[src/rtl/tdc_pkg.sv]
// Shared types for the TDC thermometer decoder: state encoding, result bundle.
// Optional bubble correction is enabled with TDC_BUBBLE_CORR_EN.
package tdc_pkg;

   localparam int N_DELAY_DEF = 32;
   localparam int CNT_MAX_W   = 16;

   function automatic int cnt_w(input int n);
      return $clog2(n + 1);
   endfunction

   typedef enum logic [2:0] {
      IDLE,
      CAPTURE,
      DECODE,
      ACCUM,
      OUT
   } state_t;

   // count is sized for the widest supported chain; users slice to CNT_W
   typedef struct packed {
      logic [CNT_MAX_W-1:0] count;
      logic                 underflow;
      logic                 overflow;
   } result_t;

endpackage

[src/rtl/tdc_therm2bin.sv]
// Combinational thermometer-to-binary encoder with optional bubble filter.
// Define TDC_BUBBLE_CORR_EN to enable the 3-tap majority filter.
module tdc_therm2bin
   import tdc_pkg::*;
#(
   parameter int N_DELAY = N_DELAY_DEF
) (
   input  logic [N_DELAY-1:0] therm,
   output result_t            res
);

   logic [N_DELAY-1:0] filt;

`ifdef TDC_BUBBLE_CORR_EN
   always_comb begin
      filt            = '0;
      filt[0]         = therm[0] & therm[1];
      filt[N_DELAY-1] = therm[N_DELAY-2] & therm[N_DELAY-1];
      for (int i = 1; i < N_DELAY - 1; i++) begin
         filt[i] = (therm[i-1] & therm[i])
                 | (therm[i-1] & therm[i+1])
                 | (therm[i] & therm[i+1]);
      end
   end
`else
   assign filt = therm;
`endif

   // count is the index of the lowest zero; all-ones reads as N_DELAY
   always_comb begin
      res       = '0;
      res.count = CNT_MAX_W'(N_DELAY);
      for (int i = N_DELAY - 1; i >= 0; i--) begin
         if (!filt[i]) begin
            res.count = CNT_MAX_W'(i);
         end
      end
      res.underflow = (filt == '0);
      res.overflow  = &filt;
   end

endmodule

[src/rtl/tdc_therm_decoder.sv]
// TDC stop synchroniser, thermometer decode, averaging and result handshake.
// Define TDC_BUBBLE_CORR_EN to enable bubble correction in the encoder.
module tdc_therm_decoder
   import tdc_pkg::*;
#(
   parameter  int N_DELAY     = N_DELAY_DEF,
   parameter  int AVG_LOG2    = 0,
   parameter  int SYNC_STAGES = 2,
   localparam int CNT_W       = cnt_w(N_DELAY)
) (
   input  logic               clk,
   input  logic               rst,
   input  logic               stop_in,
   input  logic [N_DELAY-1:0] therm_in,
   output logic [CNT_W-1:0]   meas_data,
   output logic               meas_underflow,
   output logic               meas_overflow,
   output logic               meas_valid,
   input  logic               meas_ready,
   output logic               drop_flag
);

   localparam int ACC_W = CNT_W + AVG_LOG2;
   localparam int SC_W  = AVG_LOG2 + 1;
   localparam logic [SC_W-1:0] SC_LAST = SC_W'((1 << AVG_LOG2) - 1);

   logic [SYNC_STAGES-1:0] sync_q;
   logic                   sync_d;
   logic                   stop_evt;

   state_t state_q;
   state_t state_d;

   logic [N_DELAY-1:0] samp_q;
   result_t            res;
   logic [CNT_W-1:0]   cnt_q;
   logic               uf_q;
   logic               of_q;
   logic [ACC_W-1:0]   acc_q;
   logic [ACC_W-1:0]   acc_sum;
   logic [SC_W-1:0]    sc_q;
   logic               suf_q;
   logic               sof_q;
   logic               last;

   tdc_therm2bin #(
      .N_DELAY(N_DELAY)
   ) u_t2b (
      .therm(samp_q),
      .res  (res)
   );

   generate
      if (CNT_W < CNT_MAX_W) begin : g_hi
         logic unused_hi;
         assign unused_hi = ^res.count[CNT_MAX_W-1:CNT_W];
      end
   endgenerate

   always_ff @(posedge clk or posedge rst) begin
      if (rst) begin
         sync_q <= '0;
         sync_d <= 1'b0;
      end else begin
         sync_q <= {sync_q[SYNC_STAGES-2:0], stop_in};
         sync_d <= sync_q[SYNC_STAGES-1];
      end
   end

   assign stop_evt = sync_q[SYNC_STAGES-1] & ~sync_d;

   always_ff @(posedge clk or posedge rst) begin
      if (rst) begin
         state_q <= IDLE;
      end else begin
         state_q <= state_d;
      end
   end

   assign acc_sum = acc_q + ACC_W'(cnt_q);
   assign last    = (sc_q == SC_LAST);

   always_comb begin
      state_d    = state_q;
      meas_valid = 1'b0;
      unique case (state_q)
         IDLE: begin
            if (stop_evt) begin
               state_d = CAPTURE;
            end
         end
         CAPTURE: state_d = DECODE;
         DECODE:  state_d = ACCUM;
         ACCUM:   state_d = last ? OUT : IDLE;
         OUT: begin
            meas_valid = 1'b1;
            if (meas_ready) begin
               state_d = IDLE;
            end
         end
         default: state_d = IDLE;
      endcase
   end

   always_ff @(posedge clk or posedge rst) begin
      if (rst) begin
         samp_q         <= '0;
         cnt_q          <= '0;
         uf_q           <= 1'b0;
         of_q           <= 1'b0;
         acc_q          <= '0;
         sc_q           <= '0;
         suf_q          <= 1'b0;
         sof_q          <= 1'b0;
         meas_data      <= '0;
         meas_underflow <= 1'b0;
         meas_overflow  <= 1'b0;
         drop_flag      <= 1'b0;
      end else begin
         unique case (state_q)
            CAPTURE: samp_q <= therm_in;
            DECODE: begin
               cnt_q <= res.count[CNT_W-1:0];
               uf_q  <= res.underflow;
               of_q  <= res.overflow;
            end
            ACCUM: begin
               if (last) begin
                  meas_data      <= CNT_W'(acc_sum >> AVG_LOG2);
                  meas_underflow <= suf_q | uf_q;
                  meas_overflow  <= sof_q | of_q;
                  acc_q          <= '0;
                  sc_q           <= '0;
                  suf_q          <= 1'b0;
                  sof_q          <= 1'b0;
               end else begin
                  acc_q <= acc_sum;
                  sc_q  <= sc_q + SC_W'(1);
                  suf_q <= suf_q | uf_q;
                  sof_q <= sof_q | of_q;
               end
            end
            default: ;
         endcase
         // any event outside IDLE, including the OUT handshake cycle, is lost
         if (stop_evt && (state_q != IDLE)) begin
            drop_flag <= 1'b1;
         end
      end
   end

endmodule

[config.mk]
export PLATFORM = sky130hd
export DESIGN_NAME = tdc_therm_decoder
export DESIGN_NICKNAME = d
export VERILOG_FILES = /design/src/rtl/tdc_pkg.sv /design/src/rtl/tdc_therm2bin.sv /design/src/rtl/tdc_therm_decoder.sv
export SDC_FILE = /design/constraint.sdc
export NUM_CORES = 1
export LEC_CHECK = 0
export ABC_CLOCK_PERIOD_IN_PS = 1600
export BUFFER_PORTS_ARGS = -buffer_cell sky130_fd_sc_hd__buf_2
export CORE_UTILIZATION = 41
export CTS_BUF_LIST = sky130_fd_sc_hd__clkbuf_8
export CTS_CLUSTER_DIAMETER = 150
export CTS_CLUSTER_SIZE = 8
export DETAILED_ROUTE_END_ITERATION = 7
export HOLD_SLACK_MARGIN = 0.02
export PLACE_DENSITY = 0.73
export RECOVER_POWER = 50
export SLEW_MARGIN = 20
export SYNTH_ARGS = -nofsm -noshare
export SYNTH_HDL_FRONTEND = slang
export SYNTH_HIERARCHICAL = 1
export SYNTH_SLANG_ARGS = --single-unit
[constraint.sdc]
create_clock -name clk -period 1.6 [get_ports clk]
set_input_delay 0.4 -clock clk [delete_from_list [all_inputs] [get_ports clk]]
set_output_delay 0.4 -clock clk [all_outputs]
set_load 0.01 [all_outputs]
==> results.cfg <==
[clock_network]
cts_max_level = 2
cts.path.max_buffers = 2
clkLatencyLatePin_ns = 0.30
root_buffer = clkbuf_8
cts_tree = built
clk_pin_slew_ns = 0.09
cts_sinks = 55
numCtsBuffers = 5

[pwr]
p_leak_nw = 1.44
power_density_mw_per_mm2 = 1780
irDropWorstVdd_mv = 0.843
p_total_mw = 5.56

[die]
dieHeight_microns = 80.8
initial_core_util_pct = 42.8
num_rows = 28
core-area_sq_mm = 0.00596
dieWidth_microns = 80.8
dieArea_sq_mm = 0.00653
ios = 46

[global_routing]
grt-ovfl-total = 0
grt_pass1_wl_mm = 8.39
grtUsageTotal_pct = 17.3
grt_pass1_vias = 1807
antenna_found_initial = 0
grt_max_degree = 33

[setup_path]
arrival_ns = 1.78
worstSetupStartpointType = flip-flop
criticalPathCategory = reg -> reg
cp_max_fo = 5
end_kind = flip-flop
startpoint = samp_q[31]$_DFFE_PP0P_
reg2reg_from = samp_q[31]$_DFFE_PP0P_
cp.required_ns = 1.79

[job]
drv_cap = 0

[final_layout]
seqCellArea_sq_mm = 0.00138
final_area_sq_mm = 0.00312
drive_above_1_share_pct = 50.2
nFillCells = 552
final_cell_count_no_fill = 346
final_util_pct = 52.4
final_common_cell = dfrtp_1
diodes = 0
area_delta_synth_final_pct = 22.7
fin_nets = 306
final_cell_mix = dfrtp_1 (49), buf_2 (45), mux2_2 (44)
multi_input_area_sq_mm = 0.00110

[timing]
skew_ns = 0.00448
finalCritPeriodShare_pct = 99.4
hold_violations = 0
relSlewSlack_pct = 49.9
post-route-worst-setup-slack_ns = 0.00947
timing.fmax_mhz = 629
setup_tns_ns = 0
min_period_ns = 1.59
rsz0062_at_grt = yes
setup_viol = 0
finalMaxSlewViolations = 0
hold_slack_ns = 0.156
tightestPinTransition_ns = 0.751

[place]
placed_cell_area_sq_mm = 0.00297
dp_hpwl_mm = 3.72
io_buffers = 45
pre_cts_ws_ns = 0.0262
placedCellCount = 332
gp_congestion = 0.927

[drt]
wl_mm = 5.10
route.detailed.wl_per_inst_microns = 14.7
ant_nets = 0
avgViaCountPerCell = 5.46
num_vias = 1890
firstDrtPassIters = 4
dr.first_iter.drc_count = 43
drc = 0

[run_status]
status = complete, no violations

[synth]
yosysWarnings = 6
avgSynthCellArea_sq_um = 12.6
syn-num-nets = 238
synthCells = 202
syn_area_sq_mm = 0.00255

[hold_path]
min_path_type = in -> async
-- metal layers --
layer / vias to the layer above / share of wire (%) / track usage (%)
li1: 886 / - / -
met2: 58 / 50 / 28.0
met5: - / 0 / 0
met3: 6 / 4.5 / 3.71
met1: 940 / 44 / 22.8
met4: 0 / 1.3 / 6.07
-- layout make-up --
cell class / count / share of cell area (%)
Clock buffer: 7 / 3.08
Clock inverter: 1 / 0.120
Multi-Input combinational cell: 132 / 35.1
Timing Repair Buffer: 67 / 13.2
Tap cell: 75 / 3.00
Sequential cell: 55 / 44.3
Inverter: 9 / 1.12
-- registers in the layout, indices dropped and copies added, names as in the netlist --
register and cells:
cnt_q 6, drop_flag 1, meas_data 6, meas_overflow 1
meas_underflow 1, of_q 1, samp_q 32, state_q 3
sync_d 1, sync_q 2, uf_q 1
-- power breakdown --
part           leakage (nW)  internal, mW  total, mW  switching, mW
Combinational         0.716          1.28       2.22          0.934
Sequential            0.671          1.94       2.54          0.605
Clock                0.0557         0.389      0.805          0.416
Total                  1.44          3.61       5.56           1.95
-- final timing paths --
check,endpoint,slack [ns],cells after the start
setup / recovery,cnt_q[4]$_DFFE_PP0N_,0.009,5
hold / removal,meas_underflow$_DFFE_PP0P_,0.16,2
setup reg to reg,cnt_q[4]$_DFFE_PP0N_,0.009,5
hold reg to reg,sync_q[1]$_DFF_PP0_,0.36,0
max in group asynchronous,samp_q[4]$_DFFE_PP0P_,0.35,3
min in group clk,sync_q[0]$_DFF_PP0_,0.21,1
-- worst max-delay path, stage by stage, from the launching register on --
cell and delay [ns]:
dfrtp_1 0.43, nand4_1 0.15, or3_4 0.38, nor3_4 0.18, nor4_1 0.09, mux2_2 0.26
-- timing repair --
item	in CTS	in global routing
gates resized for setup	3	9
endpoints found under the setup margin	1	6
pin swaps	0	4
hold buffers	0	0
buffers inserted	1	5
No activity file was read; power rests on OpenSTA's default activity.
